[config.mk]
export PLATFORM = sky130hd
export DESIGN_NAME = fht_io_sequencer
export DESIGN_NICKNAME = d
export VERILOG_FILES = /design/src/rtl/fht_io_sequencer.sv
export SDC_FILE = /design/constraint.sdc
export NUM_CORES = 1
export LEC_CHECK = 0
export CORE_UTILIZATION = 50
export DETAILED_ROUTE_END_ITERATION = 8
export PLACE_DENSITY_LB_ADDON = 0.08
export SETUP_SLACK_MARGIN = 0.02
export SYNTH_ARGS = -nofsm -noshare
export SYNTH_HDL_FRONTEND = slang
export SYNTH_SLANG_ARGS = --single-unit
export TNS_END_PERCENT = 10
[constraint.sdc]
create_clock -name iCLK -period 5.1 [get_ports iCLK]
set_clock_uncertainty 0.1 [all_clocks]
set_input_delay 0.765 -clock iCLK [delete_from_list [all_inputs] [get_ports iCLK]]
set_output_delay 0.765 -clock iCLK [all_outputs]
set_load 0.01 [all_outputs]
[src/rtl/fht_io_sequencer.sv]
// rtl/fht_io_sequencer.sv - frame sequencer for the 4-bank FHT core: ADC load, core start/wait, result unload
// Optional core-wait watchdog is built when FHT_SEQ_TIMEOUT_EN is defined.
module fht_io_sequencer #(
  parameter int D_BIT   = 16,
  parameter int A_BIT   = 8,
  parameter int RD_LAT  = 1,
  parameter int TIMEOUT = 65535
) (
  input  logic             iCLK,
  input  logic             iRESET,
  input  logic             iEN,
  input  logic [D_BIT-2:0] iADC_DATA,
  input  logic             iADC_VALID,
  output logic [D_BIT-2:0] oDATA,
  output logic [A_BIT-1:0] oADDR_WR,
  output logic [3:0]       oWE,
  output logic             oSTART,
  input  logic             iCORE_RDY,
  output logic [A_BIT-1:0] oADDR_RD,
  input  logic [D_BIT-1:0] iBANK_0,
  input  logic [D_BIT-1:0] iBANK_1,
  input  logic [D_BIT-1:0] iBANK_2,
  input  logic [D_BIT-1:0] iBANK_3,
  output logic [D_BIT-1:0] oOUT_DATA,
  output logic             oOUT_VALID,
  input  logic             iOUT_READY,
  output logic             oOUT_LAST,
  output logic             oBUSY,
  output logic             oOVF,
  output logic             oERR
);

  typedef enum logic [2:0] {
    IDLE, LOAD, START, WAIT_FALL, WAIT_RISE, RD_ISSUE, RD_WAIT, EMIT
  } state_t;

  localparam logic [A_BIT+1:0] K_LAST  = '1;
  localparam logic [A_BIT-1:0] A_LAST  = '1;
  localparam logic [1:0]       RD_LAST = 2'(RD_LAT - 1);

  state_t           state, state_nxt;
  logic [A_BIT+1:0] k;
  logic [A_BIT-1:0] a;
  logic [1:0]       b;
  logic [1:0]       rcnt;
  logic [D_BIT-1:0] word_q [4];
  logic             ovf_q;
  logic             err_q;
  logic             we;
  logic             accept;
  logic             timeout_hit;

  assign accept = oOUT_VALID && iOUT_READY;

`ifdef FHT_SEQ_TIMEOUT_EN
  localparam int            TW     = $clog2(TIMEOUT + 1);
  localparam logic [TW-1:0] T_LAST = TW'(TIMEOUT - 1);
  logic [TW-1:0] tcnt;
  logic          in_wait;

  assign in_wait     = (state == WAIT_FALL) || (state == WAIT_RISE);
  assign timeout_hit = in_wait && (tcnt >= T_LAST);

  // The START cycle counts as the first elapsed cycle, so oERR shows TIMEOUT cycles after START.
  always_ff @(posedge iCLK) begin
    if (iRESET) begin
      tcnt  <= '0;
      err_q <= 1'b0;
    end else begin
      if (state == START)
        tcnt <= TW'(1);
      else if (in_wait)
        tcnt <= tcnt + TW'(1);
      if (timeout_hit)
        err_q <= 1'b1;
    end
  end
`else
  localparam int unused_timeout = TIMEOUT;
  assign timeout_hit = 1'b0;
  assign err_q       = 1'b0;
`endif

  always_ff @(posedge iCLK) begin
    if (iRESET)
      state <= IDLE;
    else
      state <= state_nxt;
  end

  always_comb begin
    state_nxt = state;
    case (state)
      IDLE:      if (iEN && iADC_VALID) state_nxt = LOAD;
      LOAD:      if (iADC_VALID && (k == K_LAST)) state_nxt = START;
      START:     state_nxt = WAIT_FALL;
      WAIT_FALL: begin
        if (timeout_hit)     state_nxt = IDLE;
        else if (!iCORE_RDY) state_nxt = WAIT_RISE;
      end
      WAIT_RISE: begin
        if (timeout_hit)    state_nxt = IDLE;
        else if (iCORE_RDY) state_nxt = RD_ISSUE;
      end
      RD_ISSUE:  state_nxt = RD_WAIT;
      RD_WAIT:   if (rcnt == RD_LAST) state_nxt = EMIT;
      EMIT:      if (accept && (b == 2'd3)) state_nxt = (a == A_LAST) ? IDLE : RD_ISSUE;
      default:   state_nxt = IDLE;
    endcase
  end

  // Strobes are gated by iRESET so they drop while reset is held, not one edge later.
  always_comb begin
    we       = !iRESET && iADC_VALID && (((state == IDLE) && iEN) || (state == LOAD));
    oWE      = '0;
    oADDR_WR = '0;
    oDATA    = '0;
    if (we) begin
      oWE      = 4'b0001 << k[1:0];
      oADDR_WR = k[A_BIT+1:2];
      oDATA    = iADC_DATA;
    end
    oSTART     = !iRESET && (state == START);
    oADDR_RD   = (state == RD_ISSUE) ? a : '0;
    oOUT_VALID = !iRESET && (state == EMIT);
    oOUT_DATA  = oOUT_VALID ? word_q[b] : '0;
    oOUT_LAST  = oOUT_VALID && (b == 2'd3) && (a == A_LAST);
    oBUSY      = (state != IDLE);
    oOVF       = ovf_q;
    oERR       = err_q;
  end

  always_ff @(posedge iCLK) begin
    if (iRESET) begin
      k      <= '0;
      a      <= '0;
      b      <= '0;
      rcnt   <= '0;
      ovf_q  <= 1'b0;
      word_q <= '{default: '0};
    end else begin
      if (we)
        k <= k + (A_BIT+2)'(1);
      if (iEN && iADC_VALID && (state != IDLE) && (state != LOAD))
        ovf_q <= 1'b1;
      case (state)
        RD_ISSUE: rcnt <= '0;
        RD_WAIT: begin
          rcnt <= rcnt + 2'd1;
          if (rcnt == RD_LAST) begin
            word_q[0] <= iBANK_0;
            word_q[1] <= iBANK_1;
            word_q[2] <= iBANK_2;
            word_q[3] <= iBANK_3;
            b         <= '0;
          end
        end
        EMIT: begin
          if (accept) begin
            b <= b + 2'd1;
            if (b == 2'd3)
              a <= a + A_BIT'(1);
          end
        end
        default: ;
      endcase
    end
  end

endmodule

==> summary.txt, run 1 <==
Setup path
  • Delay-heaviest family, CP: buffers and inverters
  • Buffers & Inverters on Critical Path: 3
  • Crit path max-delay cell type: nor4b_4
  • WS Path Type: in2out
  • Worst path cell trace: clkdlybuf4s50_1 > nor4b_4 > nand3_1 > inv_1 > clkdlybuf4s50_1
  • Worst EP required: between 4 and 5 ns
  • Crit end category: primary output
  • Arrival time worst endpoint: ~3 ns
  • Startpoint type of the worst setup path: primary input
  • Crit path top cell by count: clkdlybuf4s50_1
  • Max stage delay on crit path: roughly 0.87 ns
  • Worst Path Max Fanout: 28

Clock tree
  • Maximum clock path buffer count: 2
  • Hold_buf cts: 0
  • Root buffer selected by CTS: clkbuf_8
  • CTS Sinks: 90
  • Reg clk slew, reported paths: 0.08 ns
  • Number of buffers created by CTS: 9
  • Clock Latency Late Sink: between 0.3 and 0.4 ns
  • CTS tree: done
  • Gates resized, CTS repair: 0
  • Post-CTS setup buffers: 0
  • H-tree depth: 3

Synthesis
  • Synth Area in Simple Gates: 28.8%
  • Ys Warns: 0
  • Register area share after synthesis: between 40% and 50%
  • FF+latch count, synth: 90
  • Compound-Gate Fraction of Synth Area: a little over a tenth
  • Async SR Flop Fraction: 0%
  • Yosys top cell by area: dfxtp_1
  • Top-count cell post-synth: nand2_1
  • Synth Area in XOR/XNOR: about 2.6%
  • Post-Syn Instances: approximately 530
  • EDFF count, synth: 0
  • Mux contribution to synthesized area: between 8 and 9%
  • Post-synth top area share: around two fifths
  • Syn_nets: a little over 600
  • List of most frequent post-synthesis cells: 138 x nand2_1, 90 x dfxtp_1, 77 x a21oi_1
  • Library cells used by synthesis: 39
  • Post-Syn Area per Cell: 8.20 µm²
  • Ys flop type: dfxtp_1
  • Mapped Area: between 4000 and 5000 µm²
  • Largest family of logic cells by synthesized area: simple AND/OR/NAND/NOR gates
  • Adder-cell share of the synthesized area: roughly 2%
  • Synth top area cells: dfxtp_1 42%, nand2_1 12%, a21oi_1 8.9%

Timing
  • Fmax: approximately 250 MHz
  • RSZ-0062 raised after global routing: no
  • Minimum clock period: 3.94 ns
  • Slew headroom: roughly 30%
  • TNS Setup: 0 ns
  • Setup WS post-layout: ~1.2 ns
  • Hold Fails Final Rpt: 0
  • Hold Worst Slack: about 0.35 ns
  • Worst-Margin Slew: 1.05 ns
  • Pins over their slew limit: 0
  • Final setup viols: 0
  • Crit share post-route: between 70% and 80%

Final layout
  • Fill cells: 666
  • Layout cells sized above 1: under 10%
  • Antenna Cells: 0
  • Nets: roughly 730
  • Final Core Density: a little under three quarters
  • Final Cell Area: 5910 µm²
  • Synthesis-to-finish area growth: 36.5%

Pwr
  • Pint: 1.01 mW
  • Clock network power share: a little under two fifths
  • Net Sw Power: 0.298 mW
  • Sw frac: a little under a quarter
  • PD cells: 221 nW/µm²
  • Logic pwr share: ~8.5%
  • Static leakage: around 2.1 nW
  • VDD IR max: 0.125 mV
  • Part of the power in registers: around 54%

Routing
  • Vias: between 3000 and 4000
  • Wire per inst: 14.1 µm
  • Vias per inst: around 5.3
  • Pre-antenna DRT Iters: 5
  • First DRT Iteration DRCs: between 200 and 250
  • Post-Route WL: 10600 µm
  • DRT antenna net count: 0
  • Remaining DRCs: 0

Min path
  • Worst hold path type: reg2reg

Die
  • Rows: 33
  • IO Pins: between 100 and 150
  • Die W: 95.1 µm
  • Initial Util: between 50% and 60%
  • Core Area: roughly 8300 µm²
  • Die Ht: 95.1 µm
  • Full die area: roughly 9000 µm²

Placement
  • Cell Area, Placed: 5710 µm²
  • RD Place Congestion: roughly 0.8
  • Number of buffers added on ports: 140
  • DP Wirelength: approximately 7300 µm
  • Setup WS pre-CTS: 1.17 ns

Global route
  • Congestion Overflow GR: 0
  • Largest net degree at the start of global routing: 67
  • Vias in the first global route: ~3700
  • GR Util All Layers: a little under a quarter
  • Initial antenna violation count: 0
  • First-pass GRT wire length: 16700 µm

Flow run
  • Max-cap viol count: 0

Run status
  • Outcome: finished clean
## final timing paths
path | start | end | slack, ns | cells past startpoint
setup / recovery | iADC_VALID | oADDR_WR[5] | 1.16 | 5
hold reg to reg | word_q[30] | word_q[30] | 0.35 | 2
hold / removal | word_q[30] | word_q[30] | 0.35 | 2
setup reg to reg | state[2] | k[9] | 2.52 | 5
## logic make-up (layout without fill, tap and decap cells)
logic type	count (synthesis)	in the layout
simple gates	258	258
compound gates	90	90
flops	90	90
buf+inv	51	169
mux	18	18
xor+xnor	13	13
fa+ha+maj	7	7
other cells	1	1
## worst reg2reg max path, cell delays in order (launching register included)
cell     delay [ns]
dfxtp_1        0.51
nor4b_4        1.00
buf_4          0.30
nand4_2        0.11
or3_1          0.35
a21oi_1        0.15
## routing by layer
metal	vias to the layer above	share of wire, %	track usage [%]
li1	2009	-	-
met1	1821	43	29.0
met2	120	49	40.1
met3	17	6.4	6.06
met4	0	2.1	10.2
met5	-	0	0
## area by class of cell
cell class              count  area (µm²)  area share (%)
multi-input cells         387        2310            39.1
inverters                   7        26.3           0.445
repair buffers            146        1440            24.4
flip-flops and latches     90        1800            30.5
well taps                 105         131            2.22
clock buffers              10         128            2.16
clock inverters             6        72.6            1.23
## sequential cells by signal, indices dropped and copies added, names as in the netlist
signal,count
word_q,64
k,10
a,8
state,3
b,2
rcnt,2
oOVF,1
## per-stage QoR
step | instances | power, mW
2_1_floorplan | 528 | 0.754
3_3_place_gp | 735 | 0.834
3_5_place_dp | 735 | 0.835
4_1_cts | 751 | 1.32
5_1_grt | 751 | 1.36
6_report | 751 | 1.31
## power groups by stage
| stage | sequential [mW] | combinational [mW] | clock (mW) |
|---|---|---|---|
| after floorplan | 0.722 | 0.0321 | 0 |
| after detailed placement | 0.724 | 0.111 | 0 |
| after global routing | 0.708 | 0.119 | 0.533 |
| after CTS | 0.707 | 0.112 | 0.500 |
| after global placement | 0.723 | 0.110 | 0 |
| final | 0.707 | 0.112 | 0.489 |
## cells in the final DEF, fill, tap and decap left out, types with 2 or more instances in the layout
master,count
xor2_1,9
clkbuf_8,9
a211oi_1,2
nor2_1,21
or3_1,4
clkdlybuf4s50_1,139
nor2b_1,2
and2_1,29
a21oi_1,77
and3_1,30
o21ai_0,6
nand4_1,7
inv_1,7
nand3_1,11
nand2_1,138
buf_4,6
dfxtp_1,90
and4_1,4
or2_2,2
mux4_2,16
nor3_1,2
xnor2_1,4
ha_1,7
nand4b_1,3
inv_6,3
Note: power is estimated with default switching activity, not from simulation.
==> run 2, diff against run 1 <==
CORE_UTILIZATION = 42   (was 50)
clock period = 3.2 ns   (was 5.1 ns; I/O delays follow)
==> summary.txt, run 2 (synthesis gave the netlist of run 1 again) <==
Run status
  • Outcome: finished clean

Global route
  • Grt met1 use: between 20 and 25%
  • Gr busiest metal: met2
  • Grt met3 use: between 5 and 6%
  • GR Util All Layers: 20.5%
  • First-pass GRT wire length: 18000 µm
  • Met2 usage: 35.3%
  • Initial antenna violation count: 0
  • Congestion Overflow GR: 0
  • Vias in the first global route: slightly below 4000
  • Largest net degree at the start of global routing: 90

Clock tree
  • Clock Latency Late Sink: about 0.35 ns
  • Root buffer selected by CTS: clkbuf_8
  • Maximum clock path buffer count: 2
  • Gates resized, CTS repair: 0
  • Reg clk slew, reported paths: roughly 0.090 ns
  • Number of buffers created by CTS: 9
  • Hold_buf cts: 0
  • CTS Sinks: 90
  • Post-CTS setup buffers: 0
  • H-tree depth: 3
  • CTS tree: done

Placement
  • RD Place Congestion: between 0.7 and 0.8
  • DP Cell Count: 769
  • DP Wirelength: 7400 µm
  • Number of buffers added on ports: 140

Timing
  • Fmax: ~340 MHz
  • Slew headroom: 38.7%
  • Pins over their slew limit: 0
  • Worst-Margin Slew: ~0.92 ns
  • Crit share post-route: about nine tenths
  • Minimum clock period: about 2.9 ns
  • TNS Setup: 0 ns
  • RSZ-0062 raised after global routing: no
  • Hold Fails Final Rpt: 0
  • Final setup viols: 0

Setup path
  • Arrival time worst endpoint: around 2.3 ns
  • Setup slack, reg-to-reg: 1.05 ns
  • Crit path max-delay cell type: dfxtp_1
  • Worst Path Max Fanout: 34
  • Startpoint type of the worst setup path: flop
  • Max stage delay on crit path: between 0.6 and 0.7 ns
  • Worst path cell trace: or2_2 > and3_1 > clkdlybuf4s50_1
  • Worst EP required: about 2.6 ns
  • WS Path Type: reg2out
  • Crit end category: primary output

Routing
  • First DRT Iteration DRCs: approximately 140
  • Post-Route WL: 10800 µm
  • Remaining DRCs: 0
  • Vias: around 4000
  • DRT antenna net count: 0
  • Vias per inst: approximately 5.0
  • Wire per inst: about 14 µm
  • Pre-antenna DRT Iters: 4

Final layout
  • Leading cell types in the layout, fill and taps excluded: 139 x clkdlybuf4s50_1, 138 x nand2_1, 90 x dfxtp_1, 77 x a21oi_1, 30 x and3_1
  • Layout cells sized above 1: 7.67%
  • Most flops, register: word_q
  • Commonest non-fill, non-tap cell in the layout: clkdlybuf4s50_1
  • Antenna Cells: 0
  • Nets: ~740
  • Fill cells: just under 900
  • Synthesis-to-finish area growth: 37.8%
  • Number of flip-flops in the largest register: 64
  • Non-Filler Instances: between 700 and 800
  • Biggest regs: word_q x64, k x10, a x8

Flow run
  • Max-cap viol count: 0

Die
  • Core Area: approximately 9900 µm²
  • IO Pins: 142
  • Die Ht: between 100 and 150 µm
  • Rows: 36
  • Die W: 104 µm
  • Full die area: 10700 µm²
  • Initial Util: 43.9%

Min path
  • Worst hold path type: in2reg

Pwr
  • PD cells: 337 nW/µm²
  • Static leakage: between 2 and 2.5 nW
  • VDD IR max: around 0.17 mV
## run 2: cell count changes in the layout (fill, tap and decap cells not counted), sizes merged
cell,previous run,this run
inv,10,9
buf,7,13
clkinv,1,2
clkinvlp,1,2
bufinv,1,0
## run 2: final timing paths
check             start         end  cells after the start
max reg2reg    state[1]  word_q[19]                      6
min              iRESET        oOVF                      2
max            state[0]      oWE[3]                      3
min reg2reg  word_q[30]  word_q[30]                      2
## run 2: critical path: cells and delay by family (launching register included)
kind	cells	cell delay, ns
flops	1	0.64
simple gates	2	0.78
buf+inv	1	0.54
## run 2: where the power goes
part	switching, mW	total [mW]	internal (mW)
logic	0.0608	0.176	0.116
clock network	0.419	0.710	0.291
registers	0.00596	1.13	1.12
total	0.486	2.01	1.53
## run 2: final cells by class
class                      count  area, µm²  area share, %
tap                          133        166           2.79
clock inverter                 6       50.0          0.839
sequential                    90       1800           30.2
timing repair buffer         152       1490           24.9
multi-input combinational    387       2310           38.7
clock buffer                  10        128           2.14
inverter                       7       26.3          0.440
## run 2: metrics by stage
stage	hold WS (ns)	utilization [%]	power, mW	cell area, µm²	worst slack (ns)
global route	0.268	60.5	2.10	5970	0.122
CTS	0.247	60.5	2.03	5970	0.276
detailed placement	0.346	58.7	1.33	5790	0.321
finish	0.266	60.5	2.01	5970	0.295
floorplan	0.333	-	1.20	4330	1.13
global placement	0.339	58.7	1.33	5790	0.365
## run 2: metal layers
metal	vias to the layer above	wire length, µm
met5	-	0
met4	0	120
met1	1823	4820
li1	2021	-
met2	111	5180
met3	9	645
==> run 3, diff against run 2 <==
==> constraint.sdc (replaced) <==
create_clock -name iCLK -period 3.2 [get_ports iCLK]
set_clock_uncertainty 0.1 [all_clocks]
set_input_delay 0.64 -clock iCLK [delete_from_list [all_inputs] [get_ports iCLK]]
set_output_delay 0.64 -clock iCLK [all_outputs]
set_load 0.01 [all_outputs]
==> summary.txt, run 3 (synthesis gave the netlist of run 1 again) <==
Timing
  • TNS Setup: 0 ns
  • Final setup viols: 0
  • Hold Worst Slack: ~0.36 ns
  • Worst-Margin Slew: between 0.9 and 1 ns
  • Minimum clock period: around 3.2 ns
  • Crit share post-route: 98.7%
  • Slew headroom: between 30% and 40%
  • Pins over their slew limit: 0
  • RSZ-0062 raised after global routing: no
  • Hold Fails Final Rpt: 0
  • Fmax: approximately 320 MHz

Routing
  • DRT antenna net count: 0
  • Vias: ~4000
  • Post-Route WL: around 11000 µm
  • First DRT Iteration DRCs: roughly 150
  • Remaining DRCs: 0
  • Pre-antenna DRT Iters: 4
  • M1 WL: roughly 5000 µm
  • Routed wl met3: roughly 690 µm
  • Top Metal Used: met4
  • Wire per inst: about 14 µm
  • Vias per inst: 5.09
  • Met2 Wirelength: 5300 µm

Placement
  • DP Wirelength: about 7400 µm
  • RD Place Congestion: 0.792
  • Number of buffers added on ports: 140
  • Cell Area, Placed: ~5800 µm²

Pwr
  • PD cells: 335 nW/µm²
  • Pwr Total: 2.02 mW
  • VDD IR max: ~0.21 mV
  • Static leakage: 2.19 nW

Clock tree
  • Clock Latency Late Sink: ~0.35 ns
  • Number of buffers created by CTS: 9
  • Hold_buf cts: 0
  • CTS tree: done
  • Maximum clock path buffer count: 2
  • H-tree depth: 3
  • Root buffer selected by CTS: clkbuf_8
  • CTS Sinks: 90
  • Reg clk slew, reported paths: around 0.08 ns

Die
  • Initial Util: between 40% and 50%
  • IO Pins: approximately 140
  • Die Ht: 104 µm
  • Full die area: around 11000 µm²
  • Rows: 36
  • Core Area: a little under 10000 µm²
  • Die W: roughly 100 µm

Global route
  • Largest net degree at the start of global routing: slightly below 90
  • GR Util All Layers: a little over 20%
  • First-pass GRT wire length: around 18000 µm
  • Vias in the first global route: roughly 3800
  • Congestion Overflow GR: 0
  • Initial antenna violation count: 0

Min path
  • Hold EP: word_q[19]
  • Hold path start: word_q[19]
  • Hold path depth: 2
  • Worst hold path type: reg2reg

Setup path
  • WS Path Type: in2out
  • Worst Path Max Fanout: 17
  • R2R depth: 6
  • RR Startpoint: state[1]
  • Reg2Reg Capture Point: word_q[24]
  • Arrival time worst endpoint: around 2.4 ns
  • Worst EP required: roughly 2.5 ns
  • Startpoint type of the worst setup path: primary input
  • Worst setup path startpoint: iADC_VALID
  • Setup slack, reg-to-reg: 1.15 ns
  • Crit end category: primary output

Final layout
  • Final Cell Area: around 6000 µm²
  • Commonest non-fill, non-tap cell in the layout: nand2_1
  • Leading cell types in the layout, fill and taps excluded: 138 x nand2_1, 137 x clkdlybuf4s50_1, 90 x dfxtp_1, 77 x a21oi_1, 30 x and3_1
  • Antenna Cells: 0
  • Number of flip-flops in the largest register: 64
  • Nets: 742
  • Final Core Density: approximately 60%
  • Layout cells sized above 1: slightly above 8%
  • Synthesis-to-finish area growth: 39.5%
  • Most flops, register: word_q
  • Biggest regs: word_q x64, k x10, a x8

Flow run
  • Max-cap viol count: 0

Run status
  • Outcome: finished clean
-- run 3: final cells by class --
cell class / instances / area [µm²]
clock buffer: 10 / 128
clock inverter: 6 / 51.3
fill: 884 / 3820
inverter: 7 / 26.3
multi-input combinational: 387 / 2310
sequential: 90 / 1800
tap: 133 / 166
timing repair buffer: 155 / 1560
-- run 3: stage by stage --
stage | setup WS [ns] | instances
floorplan | 0.974 | 528
global placement | 0.0990 | 770
detailed placement | 0.0408 | 770
CTS | 0.0417 | 786
global route | 0.0198 | 788
finish | 0.0403 | 788
-- run 3: worst max-delay path, stage by stage --
cell and delay [ns]:
clkdlybuf4s50_1 0.53, nor4b_4 0.21, buf_4 0.18, clkbuf_16 0.16, and3_1 0.16, clkdlybuf4s50_1 0.53
-- run 3: routing by layer --
layer | track usage, % | vias to the layer above
li1 | - | 2028
met1 | 25.8 | 1856
met2 | 34.4 | 114
met3 | 6.04 | 11
met4 | 5.49 | 0
met5 | 0 | -
-- run 3: timing repair --
item                       4_1_cts  5_1_grt
gates resized for setup          0        3
setup endpoints to repair        0       22
setup buffers                    0        1
-- run 3: report_power, final --
group	internal [mW]	switching, mW
logic	0.123	0.0672
registers	1.12	0.00324
clock network	0.292	0.418
total	1.54	0.488
-- run 3: how the worst max path moves through the flow --
stage / endpoint / slack [ns] / cells past startpoint
6_report: oADDR_WR[6] / 0.04 / 6
5_1_grt: oADDR_WR[2] / 0.02 / 6
4_1_cts: oWE[3] / 0.04 / 4
3_5_place_dp: oWE[3] / 0.04 / 5
3_3_place_gp: oWE[3] / 0.1 / 5
2_1_floorplan: oOUT_DATA[10] / 0.97 / 4
